**src/rtl/voq_pkg.sv**
```systemverilog
// -----------------------------------------------------------------------------
// voq_pkg
// Shared definitions for the VOQ arbiters.
//   VOQ_NQ_MAX : largest number of queues any VOQ arbiter supports
//   voq_qid_t  : queue index wide enough for VOQ_NQ_MAX queues
//   rr_next()  : round-robin pick, first set bit of req searching upward
//                from last_ptr+1 (wrapping), last_ptr itself searched last
// -----------------------------------------------------------------------------
package voq_pkg;

  localparam int VOQ_NQ_MAX    = 16;
  localparam int VOQ_QID_MAX_W = $clog2(VOQ_NQ_MAX);

  typedef logic [VOQ_QID_MAX_W-1:0] voq_qid_t;

  // Request bits above the caller's queue count must be zero. Because
  // VOQ_NQ_MAX is a power of two, wrapping modulo VOQ_NQ_MAX then yields the
  // same pick as wrapping modulo the real queue count. Returns last_ptr when
  // req is all-zero; callers qualify the result with |req.
  function automatic voq_qid_t rr_next(input logic [VOQ_NQ_MAX-1:0] req,
                                       input voq_qid_t             last_ptr);
    voq_qid_t idx;
    rr_next = last_ptr;
    // Walk from the farthest offset to the nearest so the nearest hit wins.
    for (int k = VOQ_NQ_MAX; k >= 1; k--) begin
      idx = last_ptr + voq_qid_t'(k);
      if (req[idx]) rr_next = idx;
    end
  endfunction

endpackage

```
**src/rtl/voq_rr_arb.sv**
```systemverilog
// -----------------------------------------------------------------------------
// voq_rr_arb
// NQ-wide round-robin arbiter. Owns last_ptr, which resets to NQ-1 so that
// queue 0 has first priority, and moves to the granted index on every grant.
//
// Ports
//   clk        in   clock
//   rstn       in   synchronous active-low reset
//   req        in   [NQ-1:0] per-queue request
//   advance    in   grant permitted this cycle
//   grant      out  [NQ-1:0] one-hot grant, all-zero when no grant
//   grant_idx  out  [QID_W-1:0] encoded index of the pick (meaningful
//                   only when grant is non-zero)
// -----------------------------------------------------------------------------
module voq_rr_arb
  import voq_pkg::*;
#(
  parameter int NQ    = 4,
  parameter int QID_W = 2
) (
  input  logic             clk,
  input  logic             rstn,
  input  logic [NQ-1:0]    req,
  input  logic             advance,
  output logic [NQ-1:0]    grant,
  output logic [QID_W-1:0] grant_idx
);

  logic [QID_W-1:0]      r_last_ptr;
  logic [VOQ_NQ_MAX-1:0] w_req_ext;
  voq_qid_t              w_next;
  logic                  w_fire;
  logic                  w_unused_next;

  assign w_req_ext     = VOQ_NQ_MAX'(req);
  assign w_next        = rr_next(w_req_ext, voq_qid_t'(r_last_ptr));
  assign grant_idx     = w_next[QID_W-1:0];
  assign w_fire        = advance && (|req);
  assign w_unused_next = ^w_next;

  always_comb begin
    grant = '0;
    for (int i = 0; i < NQ; i++) begin
      grant[i] = w_fire && (grant_idx == QID_W'(i));
    end
  end

  always_ff @(posedge clk) begin
    if (!rstn) begin
      r_last_ptr <= QID_W'(NQ - 1);
    end else if (w_fire) begin
      r_last_ptr <= grant_idx;
    end
  end

endmodule

```
**src/rtl/voq_cmd_sched.sv**
```systemverilog
// -----------------------------------------------------------------------------
// voq_cmd_sched
// Round-robin dequeue scheduler draining NQ FWFT command FIFOs into one
// registered valid/ready command stream. Double-bit-error heads are popped and
// discarded (drop_pulse); optional saturating error counters.
//
// Optional feature macro: VOQ_SCHED_ERRCNT_EN
//   defined   -> sberr_cnt, dberr_cnt, cnt_clr ports and counters exist
//   undefined -> those ports and counters are absent
//
// Ports
//   clk, rstn      clock, synchronous active-low reset
//   fifo_empty     [NQ]        per-FIFO empty (head valid when 0)
//   fifo_dout      [NQ*WIDTH]  per-FIFO head word, queue i at [i*WIDTH +: WIDTH]
//   fifo_sberr     [NQ]        head had a corrected single-bit error
//   fifo_dberr     [NQ]        head has an uncorrectable double-bit error
//   fifo_re        [NQ]        combinational pop strobe, one-hot or zero
//   q_en           [NQ]        per-queue eligibility
//   out_valid/out_data/out_qid/out_ready   output command stream
//   drop_pulse     one-cycle pulse per discarded dberr command
//   sberr_cnt, dberr_cnt, cnt_clr          counters (macro only)
//
// Handshake: a word moves on out_valid & out_ready. While out_valid=1 and
// out_ready=0, out_data and out_qid hold and no FIFO is popped. The output
// register can be reloaded whenever it is empty or being drained
// (accept = !out_valid | out_ready), giving one command per cycle.
// -----------------------------------------------------------------------------
module voq_cmd_sched
  import voq_pkg::*;
#(
  parameter int NQ    = 4,
  parameter int WIDTH = 72,
  parameter int QID_W = (NQ > 1) ? $clog2(NQ) : 1,
  parameter int CNT_W = 16
) (
  input  logic                clk,
  input  logic                rstn,
  input  logic [NQ-1:0]       fifo_empty,
  input  logic [NQ*WIDTH-1:0] fifo_dout,
  input  logic [NQ-1:0]       fifo_sberr,
  input  logic [NQ-1:0]       fifo_dberr,
  output logic [NQ-1:0]       fifo_re,
  input  logic [NQ-1:0]       q_en,
  output logic                out_valid,
  output logic [WIDTH-1:0]    out_data,
  output logic [QID_W-1:0]    out_qid,
  input  logic                out_ready,
  output logic                drop_pulse
`ifdef VOQ_SCHED_ERRCNT_EN
  ,
  output logic [CNT_W-1:0]    sberr_cnt,
  output logic [CNT_W-1:0]    dberr_cnt,
  input  logic                cnt_clr
`endif
);

  logic             r_out_valid;
  logic [WIDTH-1:0] r_out_data;
  logic [QID_W-1:0] r_out_qid;
  logic             r_drop_pulse;

  logic             w_accept;
  logic             w_advance;
  logic [NQ-1:0]    w_elig;
  logic [NQ-1:0]    w_grant;
  logic [QID_W-1:0] w_grant_idx;
  logic             w_any_grant;
  logic             w_sel_dberr;
  logic             w_sel_sberr;
  logic [WIDTH-1:0] w_sel_data;

  assign w_accept  = !r_out_valid || out_ready;
  assign w_elig    = ~fifo_empty & q_en;
  // Gating with rstn keeps every pop strobe low while reset is held.
  assign w_advance = w_accept && rstn;

  voq_rr_arb #(
    .NQ    (NQ),
    .QID_W (QID_W)
  ) u_arb (
    .clk       (clk),
    .rstn      (rstn),
    .req       (w_elig),
    .advance   (w_advance),
    .grant     (w_grant),
    .grant_idx (w_grant_idx)
  );

  assign fifo_re     = w_grant;
  assign w_any_grant = |w_grant;
  assign w_sel_dberr = |(w_grant & fifo_dberr);
  assign w_sel_sberr = |(w_grant & fifo_sberr);

  always_comb begin
    w_sel_data = '0;
    for (int i = 0; i < NQ; i++) begin
      if (w_grant[i]) w_sel_data = fifo_dout[i*WIDTH +: WIDTH];
    end
  end

  always_ff @(posedge clk) begin
    if (!rstn) begin
      r_out_valid  <= 1'b0;
      r_out_data   <= '0;
      r_out_qid    <= '0;
      r_drop_pulse <= 1'b0;
    end else begin
      r_drop_pulse <= 1'b0;
      if (w_any_grant) begin
        if (!w_sel_dberr) begin
          r_out_valid <= 1'b1;
          r_out_data  <= w_sel_data;
          r_out_qid   <= w_grant_idx;
        end else begin
          // A grant implies the register is empty or draining, so after a
          // drop it is always empty.
          r_out_valid  <= 1'b0;
          r_drop_pulse <= 1'b1;
        end
      end else if (w_accept) begin
        r_out_valid <= 1'b0;
      end
    end
  end

  assign out_valid  = r_out_valid;
  assign out_data   = r_out_data;
  assign out_qid    = r_out_qid;
  assign drop_pulse = r_drop_pulse;

`ifdef VOQ_SCHED_ERRCNT_EN
  logic [CNT_W-1:0] r_sberr_cnt;
  logic [CNT_W-1:0] r_dberr_cnt;
  logic             w_sb_evt;
  logic             w_db_evt;

  // sberr only counts when the word is forwarded; a word flagged with both
  // errors is a drop.
  assign w_sb_evt = w_any_grant && !w_sel_dberr && w_sel_sberr;
  assign w_db_evt = w_sel_dberr;

  always_ff @(posedge clk) begin
    if (!rstn || cnt_clr) begin
      r_sberr_cnt <= '0;
      r_dberr_cnt <= '0;
    end else begin
      if (w_sb_evt && (r_sberr_cnt != '1)) r_sberr_cnt <= r_sberr_cnt + 1'b1;
      if (w_db_evt && (r_dberr_cnt != '1)) r_dberr_cnt <= r_dberr_cnt + 1'b1;
    end
  end

  assign sberr_cnt = r_sberr_cnt;
  assign dberr_cnt = r_dberr_cnt;
`else
  logic w_unused_sberr;
  assign w_unused_sberr = |fifo_sberr;
`endif

endmodule

```
**config.mk**
```make
export PLATFORM = sky130hd
export DESIGN_NAME = voq_cmd_sched
export DESIGN_NICKNAME = d
export VERILOG_FILES = /design/src/rtl/voq_pkg.sv /design/src/rtl/voq_rr_arb.sv /design/src/rtl/voq_cmd_sched.sv
export SDC_FILE = /design/constraint.sdc
export NUM_CORES = 1
export LEC_CHECK = 0
export ABC_CLOCK_PERIOD_IN_PS = 3700
export BUFFER_PORTS_ARGS = -buffer_cell sky130_fd_sc_hd__buf_2
export CAP_MARGIN = 20
export CORE_AREA = 4 4 149 151
export CTS_CLUSTER_SIZE = 30
export DETAILED_ROUTE_END_ITERATION = 16
export DIE_AREA = 0 0 153 155
export HOLD_SLACK_MARGIN = 0.1
export PLACE_DENSITY_LB_ADDON = 0.05
export SETUP_SLACK_MARGIN = 0.2
export SYNTH_ARGS = -nofsm -noshare
export SYNTH_HDL_FRONTEND = slang
export SYNTH_SLANG_ARGS = --single-unit
```
**constraint.sdc**
```tcl
create_clock -name clk -period 3.7 [get_ports clk]
set_clock_uncertainty 0.05 [all_clocks]
set_input_delay 0.185 -clock clk [delete_from_list [all_inputs] [get_ports clk]]
set_output_delay 0.185 -clock clk [all_outputs]
set_load 0.01 [all_outputs]
```
==> results.cfg, run 1 <==
[status]
outcome = complete, no violations

[drt]
dr.pass1.iters = 4
drt-wirelength-per-cell_um = 16.6
drtIter0Drc = 203
num_vias = 5768
vias_per_cell = 4.57
route.detailed.drc = 0
wl_um = 20900
ant_nets = 0

[cts]
numCtsBuffers = 9
clk_latency_ns = 0.33
clock_path_buffers = 2
cts_root_buffer = clkbuf_16
clkTransAtPathRegs_ns = 0.06
cts_tree = built
cts_max_level = 3
cts_setup_buffers = 0
cts.sinks = 78

[critical_path]
r2r-start = u_arb.r_last_ptr[0]
path_class = reg -> out
critPathCapture = fifo_re[3]
crit_path_max_fanout = 30
cp-end-kind = output port
cp.required_ns = 3.46
worstSetupStartpointType = flop
critPathArrivalTime_ns = 3.07
rrSetupSlack_ns = 0.54
r2r-end = out_data[5]
reg2regPathDepth = 10
startpoint = u_arb.r_last_ptr[0]

[timing]
slew_violations = 0
tightest_slew_ns = 0.828
max-slew-margin-rel = 0.448
setup_violations = 0
grt_setup_unrepaired = no
max_freq_mhz = 303
hold_viol_final = 0
fin_tns_setup_ns = 0
period_minus_slack_ns = 3.30
fin_crit_sh = 0.893

[floorplan]
dieArea_um2 = 23700
io_pins = 387
core-area_um2 = 20800
initial_core_util = 0.289
std_cell_rows = 53
die_height_um = 155
fp.dieW_um = 153

[global_routing]
grt_pass1_wl_um = 31800
grt_pass1_vias = 5854
grt_use_total = 0.168
grt_max_degree = 77
gr-total-overflow = 0
antenna_found_initial = 0

[finish]
areaGrowthSynthToFinish_pct = 41.9
layout_commonest_cell = buf_2
final_cell_mix = 382 x buf_2, 218 x mux2i_1, 78 x nand2_1, 78 x dfxtp_1, 73 x mux2_2
fill_cells = 2146
fin_nets = 1291
diodes = 0
drive_gt1_frac = 0.517
layoutNonFillerInstCount = 1261

[synthesis]
syn_avg_cell_area_um2 = 9.93
synth_edf_count = 0
netlist_instances = 607
ys.warnings.count = 0
ys.flop_type = dfxtp_1
async_flop_share = 0
synth_area_um2 = 6020
synthesis.nets = 916
ys_seq_area_frac = 0.259
yosys_register_bits = 78
synth_cell_types = 61

[placed_design]
dp_hpwl_um = 16900
dp.cells = 1245
gp_congestion = 0.833
io_buffer_count = 382

[pwr]
internal_power_w = 0.00529
p_seq_frac = 0.133
power_frac_comb = 0.763
ir_worst_vdd_v = 0.000740
p_switching_w = 0.00372
power.density_nw_per_um2 = 1050
switching_share = 0.413
clock_power_share = 0.104
leakage_nw = 4.84

[worst_hold_path]
hp-class = in -> reg

[job]
cap_violations = 0
[power by group through the flow]
| stage | Combinational [W] | Sequential [W] | Clock [W] |
|---|---|---|---|
| floorplan | 0.00535 | 0.00133 | 0 |
| global placement | 0.00700 | 0.00122 | 0 |
| detailed placement | 0.00694 | 0.00122 | 0 |
| CTS | 0.00696 | 0.00121 | 0.000980 |
| global route | 0.00747 | 0.00123 | 0.00101 |
| finish | 0.00687 | 0.00120 | 0.000933 |
[state kept, by name (all words and copies together), names as in the netlist]
signal / cells
out_qid: 2
out_valid: 1
u_arb.r_last_ptr: 2
drop_pulse: 1
out_data: 72
[how the worst min path moves through the flow]
stage	start	endpoint	slack [ns]	cells past startpoint
floorplan	out_ready	out_valid	0.36	2
global placement	out_data[57]	out_data[57]	0.39	2
detailed placement	out_data[47]	out_data[47]	0.40	2
CTS	out_ready	out_valid	0.10	3
global route	out_ready	out_valid	0.14	3
finish	out_ready	out_valid	0.13	3
[critical path, stage by stage (launching register included)]
cell	delay, ns
dfxtp_1	0.32
inv_2	0.18
ha_2	0.38
nor3b_2	0.26
a211o_1	0.26
a21oi_1	0.16
a211oi_4	0.39
buf_12	0.28
buf_4	0.18
nand2_1	0.07
nor2b_1	0.11
buf_2	0.13
[Yosys cell counts (6+ instances only)]
library cell    n  area [µm²]
mux2i_1       218        2180
dfxtp_1        78        1560
nand2_1        78         293
mux2_2         73         822
buf_6          23         259
clkbuf_1       11        41.3
buf_2           9        45.0
inv_1           9        33.8
o21ai_0         7        35.0
a21oi_1         6        30.0
nor3_1          6        30.0
[final cells by class]
type                       instances  area [µm²]  area share
sequential                        78        1560       0.183
clock buffer                      10         229      0.0268
timing repair buffer             412        2210       0.259
multi-input combinational        471        4080       0.477
clock inverter                     5        83.8     0.00980
inverter                          10        37.5     0.00439
tap                              275         344      0.0402
[through the flow]
| stage | power, W | hold WS [ns] | setup slack, ns | instance area, µm² | utilization |
|---|---|---|---|---|---|
| 4_1_cts | 0.00915 | 0.104 | 0.229 | 8530 | 0.410 |
| 6_report | 0.00901 | 0.125 | 0.397 | 8550 | 0.411 |
| 2_1_floorplan | 0.00668 | 0.361 | 0.720 | 6020 | - |
| 3_5_place_dp | 0.00816 | 0.399 | 0.474 | 8210 | 0.394 |
| 3_3_place_gp | 0.00822 | 0.393 | 0.457 | 8210 | 0.394 |
| 5_1_grt | 0.00971 | 0.139 | 0.192 | 8550 | 0.411 |
[metal layers]
metal  up-vias  wire length [µm]  global-route usage
li1       2963                 -                   -
met1      2547              8380               0.196
met2       238             10700               0.304
met3        20              1460              0.0456
met4         0               329              0.0429
met5         -                 0                   0
[repair_timing]
item	in CTS	in global routing
resized for setup	0	5
hold buffers	1	0
hold endpoints to repair	1	0
setup endpoints to repair	0	14
[cells by family (layout without fill, tap and decap cells)]
logic type / Yosys count / count (layout) / share of synthesized area
xor+xnor: 1 / 1 / 0.00145
flops: 78 / 78 / 0.259
mux: 291 / 291 / 0.499
simple gates: 124 / 124 / 0.101
fa+ha+maj: 2 / 2 / 0.00415
buf+inv: 58 / 437 / 0.0698
compound gates: 53 / 53 / 0.0660
Note: power is estimated with default switching activity, not from simulation.
==> run 2, diff against run 1 <==
==> constraint.sdc (replaced) <==
create_clock -name clk -period 3.7 [get_ports clk]
set_clock_uncertainty 0.05 [all_clocks]
set_input_delay 0.185 -clock clk [delete_from_list [all_inputs] [get_ports clk]]
set_output_delay 0.185 -clock clk [all_outputs]
set_load 0.005 [all_outputs]
==> results.cfg, run 2 (synthesized netlist as in run 1, its figures left out) <==
[status]
outcome = complete, no violations

[finish]
final_cell_mix = 382 x buf_2, 218 x mux2i_1, 78 x nand2_1, 78 x dfxtp_1, 73 x mux2_2
fin_util = 0.409
fin_nets = 1291
drive_gt1_frac = 0.514
layoutNonFillerInstCount = 1262
areaGrowthSynthToFinish_pct = 41.3
layout_commonest_cell = buf_2
largest_register_ffs = 72
diodes = 0

[cts]
clkTransAtPathRegs_ns = 0.06
clock_path_buffers = 2
cts.sinks = 78
cts_root_buffer = clkbuf_16
cts_setup_buffers = 0
cts_max_level = 3
clk_latency_ns = 0.34
cts_tree = built
numCtsBuffers = 9

[timing]
finalWorstSetupSlack_ns = 0.474
slew_violations = 0
fin_tns_setup_ns = 0
max_freq_mhz = 310
hold_ws_ns = 0.131
grt_setup_unrepaired = no
setup_violations = 0
fin_crit_sh = 0.872
hold_viol_final = 0
period_minus_slack_ns = 3.23
max-slew-margin-rel = 0.453
tightest_slew_ns = 0.820

[floorplan]
die_height_um = 155
core-area_um2 = 20800
io_pins = 387
fp.dieW_um = 153
dieArea_um2 = 23700
std_cell_rows = 53
initial_core_util = 0.289

[drt]
dr.pass1.iters = 4
drt-wirelength-per-cell_um = 16.7
ant_nets = 0
wl_um = 21100
drtIter0Drc = 178
num_vias = 5784
route.detailed.drc = 0
vias_per_cell = 4.58

[pwr]
ir_worst_vdd_v = 0.000552
leakage_nw = 4.84
power.density_nw_per_um2 = 1040

[placed_design]
dp_slack_ns = 0.579
gp_congestion = 0.835
dp.cells = 1245
dp_hpwl_um = 17000
io_buffer_count = 382

[global_routing]
antenna_found_initial = 1
grt_pass1_vias = 5806
grt_max_degree = 77
grt_use_met2 = 0.300
grt_use_total = 0.169
met3_usage = 0.0501
gr-total-overflow = 0
grtUsageMet1 = 0.199
top_usage_layer = met2
grt_pass1_wl_um = 32000

[critical_path]
worstSetupStartpointType = flop
cp.required_ns = 3.46
critPathArrivalTime_ns = 2.99
crit_path_max_fanout = 34
path_class = reg -> out
cp-end-kind = output port

[job]
cap_violations = 0

[worst_hold_path]
hp-class = in -> reg
-- run 2: critical path, stage by stage, from the launching register on --
cell	delay, ns
dfxtp_1	0.35
inv_2	0.04
ha_1	0.42
nor3b_1	0.42
nor3_1	0.13
nor3_1	0.51
a211oi_4	0.07
buf_12	0.23
buf_4	0.18
nor3_1	0.15
buf_2	0.15
-- run 2: path summary, 6_finish.rpt --
check,from,to,slack (ns),depth (start not counted)
min,out_ready,out_valid,0.13,3
max,u_arb.r_last_ptr[0],fifo_re[0],0.47,10
min reg2reg,out_data[45],out_data[45],0.40,2
max reg2reg,u_arb.r_last_ptr[0],out_data[4],0.55,10
-- run 2: routing by layer --
metal | up-vias | routed length (µm)
li1 | 2963 | -
met1 | 2551 | 8560
met2 | 238 | 10600
met3 | 30 | 1480
met4 | 2 | 433
met5 | - | 7
-- run 2: final cells by class --
| cell class | count | area (µm²) |
|---|---|---|
| multi-input combinational | 471 | 4070 |
| timing repair buffer | 412 | 2210 |
| fill | 2106 | 12300 |
| inverter | 10 | 37.5 |
| clock buffer | 12 | 236 |
| clock inverter | 4 | 47.5 |
| tap | 275 | 344 |
| sequential | 78 | 1560 |
-- run 2: repair_timing --
action,4_1_cts,5_1_grt
endpoints found under the setup margin,0,3
hold endpoints to repair,1,0
resized for setup,0,3
hold buffers,1,0
-- run 2: per-stage QoR --
stage	power [W]	area [µm²]
after detailed placement	0.00808	8210
after global placement	0.00811	8210
final	0.00882	8510
after global routing	0.00952	8510
after CTS	0.00898	8500
after floorplan	0.00659	6020
-- run 2: power breakdown --
group	internal [W]	leakage, nW	total [W]	switching [W]
sequential	0.00110	0.642	0.00120	0.000101
clock	0.000521	0.137	0.000857	0.000337
combinational	0.00357	4.06	0.00676	0.00318
